===== src/rtl/sort_result_monitor.sv =====
// Watches the core's three result registers until they settle, snapshots them,
// checks ascending order and streams the snapshot out over valid/ready.
module sort_result_monitor #(
  parameter int DATA_W         = 64,
  parameter int STABLE_CYCLES  = 16,
  parameter int TIMEOUT_CYCLES = 4096,
  parameter int SIGNED_CMP     = 1
) (
  input  logic              clk,
  input  logic              reset,
  input  logic [DATA_W-1:0] element1,
  input  logic [DATA_W-1:0] element2,
  input  logic [DATA_W-1:0] element3,
  input  logic              out_ready,
  output logic              out_valid,
  output logic [DATA_W-1:0] out_data,
  output logic [1:0]        out_index,
  output logic              done,
  output logic              pass,
  output logic              timeout
);

  localparam int CNT_W = $clog2(TIMEOUT_CYCLES + 1);

  typedef enum logic [1:0] {WATCH, STREAM, DONE} state_t;

  state_t            state_q, state_d;
  logic [CNT_W-1:0]  stableCnt_q, stableCnt_d;
  logic [CNT_W-1:0]  timeoutCnt_q, timeoutCnt_d;
  logic              snapValid_q, snapValid_d;
  logic [DATA_W-1:0] snap1_q, snap1_d, snap2_q, snap2_d, snap3_q, snap3_d;
  logic [DATA_W-1:0] hold1_q, hold1_d, hold2_q, hold2_d;
  logic              outValid_q, outValid_d;
  logic [DATA_W-1:0] outData_q, outData_d;
  logic [1:0]        outIndex_q, outIndex_d;
  logic              done_q, done_d;
  logic              pass_q, pass_d;
  logic              timeout_q, timeout_d;

  logic inputsMatch;
  logic stableHit;
  logic ordered;

  function automatic logic lessEq(input logic [DATA_W-1:0] a, input logic [DATA_W-1:0] b);
    if (SIGNED_CMP != 0) return ($signed(a) <= $signed(b));
    return (a <= b);
  endfunction

  // hold[0] is never needed again after the transition: it goes straight into out_data.
  assign inputsMatch = snapValid_q && (element1 == snap1_q) && (element2 == snap2_q) &&
                       (element3 == snap3_q);
  assign stableHit   = inputsMatch && (stableCnt_q == CNT_W'(STABLE_CYCLES - 1));
  assign ordered     = lessEq(element1, element2) && lessEq(element2, element3);

  always_comb begin
    state_d      = state_q;
    stableCnt_d  = stableCnt_q;
    timeoutCnt_d = timeoutCnt_q;
    snapValid_d  = snapValid_q;
    snap1_d      = snap1_q;
    snap2_d      = snap2_q;
    snap3_d      = snap3_q;
    hold1_d      = hold1_q;
    hold2_d      = hold2_q;
    outValid_d   = outValid_q;
    outData_d    = outData_q;
    outIndex_d   = outIndex_q;
    done_d       = done_q;
    pass_d       = pass_q;
    timeout_d    = timeout_q;

    case (state_q)
      WATCH: begin
        snap1_d      = element1;
        snap2_d      = element2;
        snap3_d      = element3;
        snapValid_d  = 1'b1;
        timeoutCnt_d = timeoutCnt_q + 1'b1;
        stableCnt_d  = inputsMatch ? stableCnt_q + 1'b1 : '0;
        // Stability takes priority over a timeout landing on the same cycle.
        if (stableHit) begin
          state_d    = STREAM;
          hold1_d    = element2;
          hold2_d    = element3;
          pass_d     = ordered;
          outValid_d = 1'b1;
          outIndex_d = 2'd0;
          outData_d  = element1;
        end else if (timeoutCnt_q == CNT_W'(TIMEOUT_CYCLES - 1)) begin
          state_d   = DONE;
          done_d    = 1'b1;
          timeout_d = 1'b1;
          pass_d    = 1'b0;
        end
      end
      STREAM: begin
        if (outValid_q && out_ready) begin
          if (outIndex_q == 2'd2) begin
            state_d    = DONE;
            outValid_d = 1'b0;
            done_d     = 1'b1;
          end else begin
            outIndex_d = outIndex_q + 2'd1;
            outData_d  = (outIndex_q == 2'd0) ? hold1_q : hold2_q;
          end
        end
      end
      DONE: begin
      end
      default: state_d = WATCH;
    endcase
  end

  always_ff @(posedge clk) begin
    if (!reset) begin
      state_q      <= WATCH;
      stableCnt_q  <= '0;
      timeoutCnt_q <= '0;
      snapValid_q  <= 1'b0;
      snap1_q      <= '0;
      snap2_q      <= '0;
      snap3_q      <= '0;
      hold1_q      <= '0;
      hold2_q      <= '0;
      outValid_q   <= 1'b0;
      outData_q    <= '0;
      outIndex_q   <= 2'd0;
      done_q       <= 1'b0;
      pass_q       <= 1'b0;
      timeout_q    <= 1'b0;
    end else begin
      state_q      <= state_d;
      stableCnt_q  <= stableCnt_d;
      timeoutCnt_q <= timeoutCnt_d;
      snapValid_q  <= snapValid_d;
      snap1_q      <= snap1_d;
      snap2_q      <= snap2_d;
      snap3_q      <= snap3_d;
      hold1_q      <= hold1_d;
      hold2_q      <= hold2_d;
      outValid_q   <= outValid_d;
      outData_q    <= outData_d;
      outIndex_q   <= outIndex_d;
      done_q       <= done_d;
      pass_q       <= pass_d;
      timeout_q    <= timeout_d;
    end
  end

  assign out_valid = outValid_q;
  assign out_data  = outData_q;
  assign out_index = outIndex_q;
  assign done      = done_q;
  assign pass      = pass_q;
  assign timeout   = timeout_q;

endmodule


===== config.mk =====
export PLATFORM = sky130hd
export DESIGN_NAME = sort_result_monitor
export DESIGN_NICKNAME = d
export VERILOG_FILES = /design/src/rtl/sort_result_monitor.sv
export SDC_FILE = /design/constraint.sdc
export NUM_CORES = 1
export LEC_CHECK = 0
export ABC_AREA = 1
export CAP_MARGIN = 20
export CORE_UTILIZATION = 50
export CTS_CLUSTER_DIAMETER = 100
export CTS_CLUSTER_SIZE = 8
export DETAILED_ROUTE_END_ITERATION = 7
export GPL_ROUTABILITY_DRIVEN = 0
export PLACE_DENSITY = 0.73
export SLEW_MARGIN = 0
export SYNTH_ARGS = -nofsm -noshare
export SYNTH_HDL_FRONTEND = slang
export SYNTH_SLANG_ARGS = --single-unit

===== constraint.sdc =====
create_clock -name clk -period 2.95 [get_ports clk]
set_clock_uncertainty 0.1 [all_clocks]
set_input_delay 0.295 -clock clk [delete_from_list [all_inputs] [get_ports clk]]
set_output_delay 0.295 -clock clk [all_outputs]
set_load 0.02 [all_outputs]

# ---- Word level (Yosys, flattened, before mapping)
# Cells that the tools add are included.
dict set report classes {
  addsub 3
  n_lt_le_gt_ge 2
  eq_ne 15
  mux 26
  n_bitwise 2
  n_reduce_logical 17
}
# operator count
set ops {}
lappend ops {{$mux 64} 4}
lappend ops {{$eq 64x64->1} 3}
lappend ops {{$le 64x64->1} 2}
lappend ops {{$pmux 64 s2} 1}
lappend ops {{$add 13x1->13 const B} 2}
lappend ops {{$mux 2} 7}
lappend ops {{$eq 13x12->1 const B} 1}
lappend ops {{$eq 13x4->1 const B} 1}
lappend ops {{$mux 13} 1}
lappend ops {{$ne 2x2->1 const B} 6}
lappend ops {{$reduce_and 4->1} 3}
lappend ops {{$mux 1} 9}
lappend ops {{$logic_and 1x1->1} 6}
lappend ops {{$pmux 2 s3} 1}
lappend ops {{$reduce_and 5->1} 1}
lappend ops {{$eq 2x2->1 const B} 2}
lappend ops {{$logic_not 2->1} 2}
lappend ops {{$pmux 1 s2} 2}
lappend ops {{$pmux 2 s2} 1}
lappend ops {{$reduce_and 2->1} 2}
lappend ops {{$reduce_bool 2->1} 2}
lappend ops {{$ne 3x3->1 const B} 1}
lappend ops {{$reduce_and 3->1} 1}
lappend ops {{$add 2x1->2 const B} 1}
lappend ops {{2 further kinds} 3}
dict set report totals {
  reg_bits 419
  inputBits 195
  out_inout_bits 70
}

# ---- Logic depth before layout (Yosys ltp)
dict set report logic_depth {
  depth_word 7
  ltp_mapped 19
}

# ---- Least setup slack after synthesis
# Ideal clock, no wire load.
dict set report synth_path {
  path_kind {register -> register}
  startpoint {register snap2_q[7]}
  endpoint {register hold1_q[47]}
  arrival_ps 1713
  setup_slack_ps 1021
  stages_incl_launch_ff 16
  n_path_buf 2
  synth_period_minus_slack_ps 1929
  path_cell_list {dfxtp_1 > inv_1 > nand2_1 > nand2_1 > nor2_1 > nand2_1 > nor2_1 > nand2_1 > nor2_1 > nand2_1 > nor2_2 > nand4_2 > clkbuf_1 > clkbuf_1 > o21ai_0 > nor2_1}
}
dict set report synth_between {
  elab_chain_cells 5
}
# item line
set synth_lines {}
lappend synth_lines {{start, declared} 31} ;# logic [DATA_W-1:0] snap1_q, snap1_d, snap2_q, snap2_d, snap3_q, snap3_d;
lappend synth_lines {{start signal, assigned} 137} ;# snap2_q <= snap2_d;
lappend synth_lines {{$eq 64x64->1} 50} ;# assign inputsMatch = snapValid_q && (element1 == snap1_q) && (element2 == snap2_q) &&
lappend synth_lines {{$logic_and 1x1->1 (2 in series)} 50}
lappend synth_lines {{$logic_and 1x1->1} 52} ;# assign stableHit = inputsMatch && (stableCnt_q == CNT_W'(STABLE_CYCLES - 1));
lappend synth_lines {{$reduce_and 2->1 (no line)} -}
lappend synth_lines {{end signal, assigned} 139} ;# hold1_q <= hold1_d;
lappend synth_lines {{end, declared} 32} ;# logic [DATA_W-1:0] hold1_q, hold1_d, hold2_q, hold2_d;
# No other way between the ends.
# A chain may end at the register's enable or synchronous reset.

# ---- Worst setup path after layout
dict set report layout_path {
  startpoint {register snap2_q[40]}
  endpoint {register hold2_q[47]}
}
dict set report layout_between {
  elab_chain_cells 5
}
# item line
set layout_lines {}
lappend layout_lines {{$eq 64x64->1} 50}
lappend layout_lines {{$logic_and 1x1->1 (2 in series)} 50}
lappend layout_lines {{$logic_and 1x1->1} 52}
lappend layout_lines {{$reduce_and 2->1 (no line)} -}
lappend layout_lines {{end signal, assigned} 140} ;# hold2_q <= hold2_d;
lappend layout_lines {{end, declared} 32}
# No other way between the ends.

==> flow_metrics.env <==
export IMPL_hp_start="reset"
export IMPL_reg2reg_depth=12
export IMPL_drt_iter0_markers=2777
export IMPL_slew_headroom=0.3300
export IMPL_yosysWarningCount=0
export IMPL_initial_core_util=0.5079
export IMPL_row_count=76
export IMPL_postCtsHoldBufs=0
export IMPL_total_power_mw=13.76
export IMPL_p_clk_frac=0.435
export IMPL_h_tree_depth=2
export IMPL_first_pass_iters=6
export IMPL_fmax_mhz=368.9
export IMPL_timing_rr_start="snap2_q[40]$_SDFFE_PN0P_"
export IMPL_grt_start_max_net_pins=171
export IMPL_tns_ns=0
export IMPL_required_ns=3.32
export IMPL_grt_setup_unrepaired="no"
export IMPL_drive_above_1_share=0.08414
export IMPL_worstHoldEndpoint="timeoutCnt_q[5]$_SDFFE_PN0P_"
export IMPL_cts_setup_buffers=0
export IMPL_postSynthCellCount=3224
export IMPL_syn2layout_area_growth_pct=24.89
export IMPL_yosys_most_used_dff="dfxtp_1"
export IMPL_cts_buffers=58
export IMPL_synth_area_per_cell_um2=6.800
export IMPL_cp_startpoint="snap2_q[40]$_SDFFE_PN0P_"
export IMPL_slew_violations=0
export IMPL_p_leak_nw=11.61
export IMPL_synth_top_cell_area_share=0.3826
export IMPL_synthDistinctLibCells=38
export IMPL_antenna_found_initial=1
export IMPL_p_sw_mw=3.629
export IMPL_crit_fanout=61
export IMPL_synth_nets=3551
export IMPL_layout_setup_ws_ns=0.2395
export IMPL_coreArea_um2=43170
export IMPL_wl_per_cell_um=19.34
export IMPL_fill_cells=3880
export IMPL_peakVddDrop_v=0.0004834
export IMPL_drtAntennaViolNets=0
export IMPL_cp_arrival_ns=3.08
export IMPL_grt_use_total=0.3516
export IMPL_vias_per_cell=5.677
export IMPL_dieWidth_um=211.4
export IMPL_hold_path_class="input port to flip-flop"
export IMPL_synth_most_common_cell="nand2_1"
export IMPL_synthArstFlopShare=0
export IMPL_io_pins=265
export IMPL_finalSetupViolCount=0
export IMPL_r2r_slack_ns=0.24
export IMPL_die_area_um2=44690
export IMPL_route_vias_total=23300
export IMPL_maxCapViolations=0
export IMPL_synth_edff_count=0
export IMPL_numPortBuffers=264
export IMPL_yosysTopAreaCell="dfxtp_1"
export IMPL_ys_seq_area_frac=0.3826
export IMPL_drc=0
export IMPL_multi_input_area_um2=11440
export IMPL_powerDensity_nw_per_um2=502.6
export IMPL_cts_tree="yes"
export IMPL_clockBufferDepth=3
export IMPL_grt_pass1_wl_um=121300
export IMPL_reg2reg_to="hold2_q[47]$_SDFFE_PN0P_"
export IMPL_grt_pass1_vias=21880
export IMPL_worst_pin_slew_ns=1.005
export IMPL_synth_seq_cells=419
export IMPL_routed_wl_um=79390
export IMPL_end_kind="flip-flop"
export IMPL_intPower_mw=10.13
export IMPL_outcome="complete, no violations"
export IMPL_swShare=0.2637
export IMPL_dp_final_hpwl_um=59020
export IMPL_synthTopCellsByArea="dfxtp_1, a21oi_1, nand2_1, o21ai_0, ha_1"
export IMPL_power_frac_seq=0.430
export IMPL_die_y_um=211.4
export IMPL_clk_insertion_delay_late_ns=0.61
export IMPL_pwr_share_comb=0.135
export IMPL_crit_path_start_kind="flip-flop"
export IMPL_fin_nets=3843
export IMPL_hold_viol_final=0
export IMPL_synth_top_cells_by_count="nand2_1, a21oi_1, dfxtp_1"
export IMPL_pre_cts_slack_ns=-0.1445
export IMPL_postCtsResizedCells=0
export IMPL_regArea_um2=8388
export IMPL_hold_path_depth=3
export IMPL_finalCritPeriodShare=0.9188
export IMPL_syn_area_um2=21920
export IMPL_root_buffer="clkbuf_16"
export IMPL_clkSinkCount=419
export IMPL_crit_type="flip-flop to flip-flop"
export IMPL_grt_ovfl_total=0
export IMPL_period_minus_slack_ns=2.711
export IMPL_path_clk_slew_ns=0.05
-- power groups by stage --
stage	registers [mW]	clock network, mW	logic (mW)
2_1_floorplan	6.00	0	0.877
3_3_place_gp	6.01	0	1.75
3_5_place_dp	6.02	0	1.79
4_1_cts	5.91	6.01	1.81
5_1_grt	5.92	6.27	2.01
6_report	5.92	5.98	1.86
-- through the flow --
stage / instances / util / hold WS, ns / cell area (um2)
2_1_floorplan: 3224 / - / 0.3227 / 21920
3_3_place_gp: 4041 / 0.5987 / 0.3334 / 25840
3_5_place_dp: 4041 / 0.5987 / 0.3391 / 25840
4_1_cts: 4103 / 0.6342 / 0.02061 / 27380
5_1_grt: 4103 / 0.6342 / 0.05651 / 27380
6_report: 4104 / 0.6342 / 0.03825 / 27380
-- state kept, by name (all words and copies together), names as in the netlist, 2 cells and up --
name / flops
snap2_q: 64
hold1_q: 64
state_q: 2
hold2_q: 64
snap1_q: 64
out_index: 2
out_data: 64
snap3_q: 64
timeoutCnt_q: 13
stableCnt_q: 13
-- per-layer routing --
metal | wire length, um | global-route usage | share of wire
met3 | 7707 | 0.06646 | 0.097
met2 | 35560 | 0.5578 | 0.45
met1 | 32020 | 0.4571 | 0.40
met4 | 4108 | 0.1737 | 0.052
met5 | 0 | 0 | 0
-- logic make-up (layout without fill, tap and decap cells) --
group           Yosys count  in the layout  synth area share
xor+xnor                 46             46           0.01838
other cells               0              1                 0
flops                   419            419            0.3826
simple gates           1095           1095            0.1994
compound gates          976            976            0.2266
buf+inv                 556            850           0.09776
fa+ha+maj               132            132           0.07533
-- layout by cell type (no fill, tap or decap), types with 2 or more instances in the layout --
cell               n
nand2_1          563
a21oi_1          482
dfxtp_1          419
o21ai_0          418
nor2_1           363
inv_1            301
clkdlybuf4s50_1  263
ha_1             131
buf_4            123
nand3_1           95
inv_2             85
clkbuf_16         61
nor3_1            39
o21ai_1           38
xnor2_1           28
xor2_1            18
nand4_1           17
buf_12            13
o22ai_1           11
a211oi_1           6
o21a_1             6
o21bai_1           5
nor4_1             4
a21o_1             4
nor2_4             3
nor2_2             2
and3b_1            2
a31oi_1            2
nand2_2            2
-- how the worst max path moves through the flow --
stage	endpoint	slack, ns
after floorplan	hold1_q[47]$_SDFFE_PN0P_	1.02
after global placement	hold2_q[36]$_SDFFE_PN0P_	-0.09
after detailed placement	hold2_q[39]$_SDFFE_PN0P_	-0.14
after CTS	hold2_q[47]$_SDFFE_PN0P_	0.38
after global routing	hold2_q[47]$_SDFFE_PN0P_	0.09
final	hold2_q[47]$_SDFFE_PN0P_	0.24
-- cell type report --
cell class,instances,area share
sequential,419,0.3063
antenna,1,0.00009139
clock buffer,61,0.05575
inverter,388,0.05324
clock inverter,1,0.0002742
multi-input combinational,2249,0.4178
timing repair buffer,400,0.1398
tap,585,0.02673
-- worst max-delay path: stages, from the launching register on --
cell     delay, ns
dfxtp_1       0.34
inv_1         0.04
nand2_1       0.25
nand4_1       0.23
nor2_1        0.21
nand2_1       0.12
nor2_1        0.11
nand3_1       0.08
nor2_2        0.22
nand4_4       0.16
buf_4         0.35
o21ai_0       0.27
a21oi_1       0.06
No activity file was read; power rests on OpenSTA's default activity.
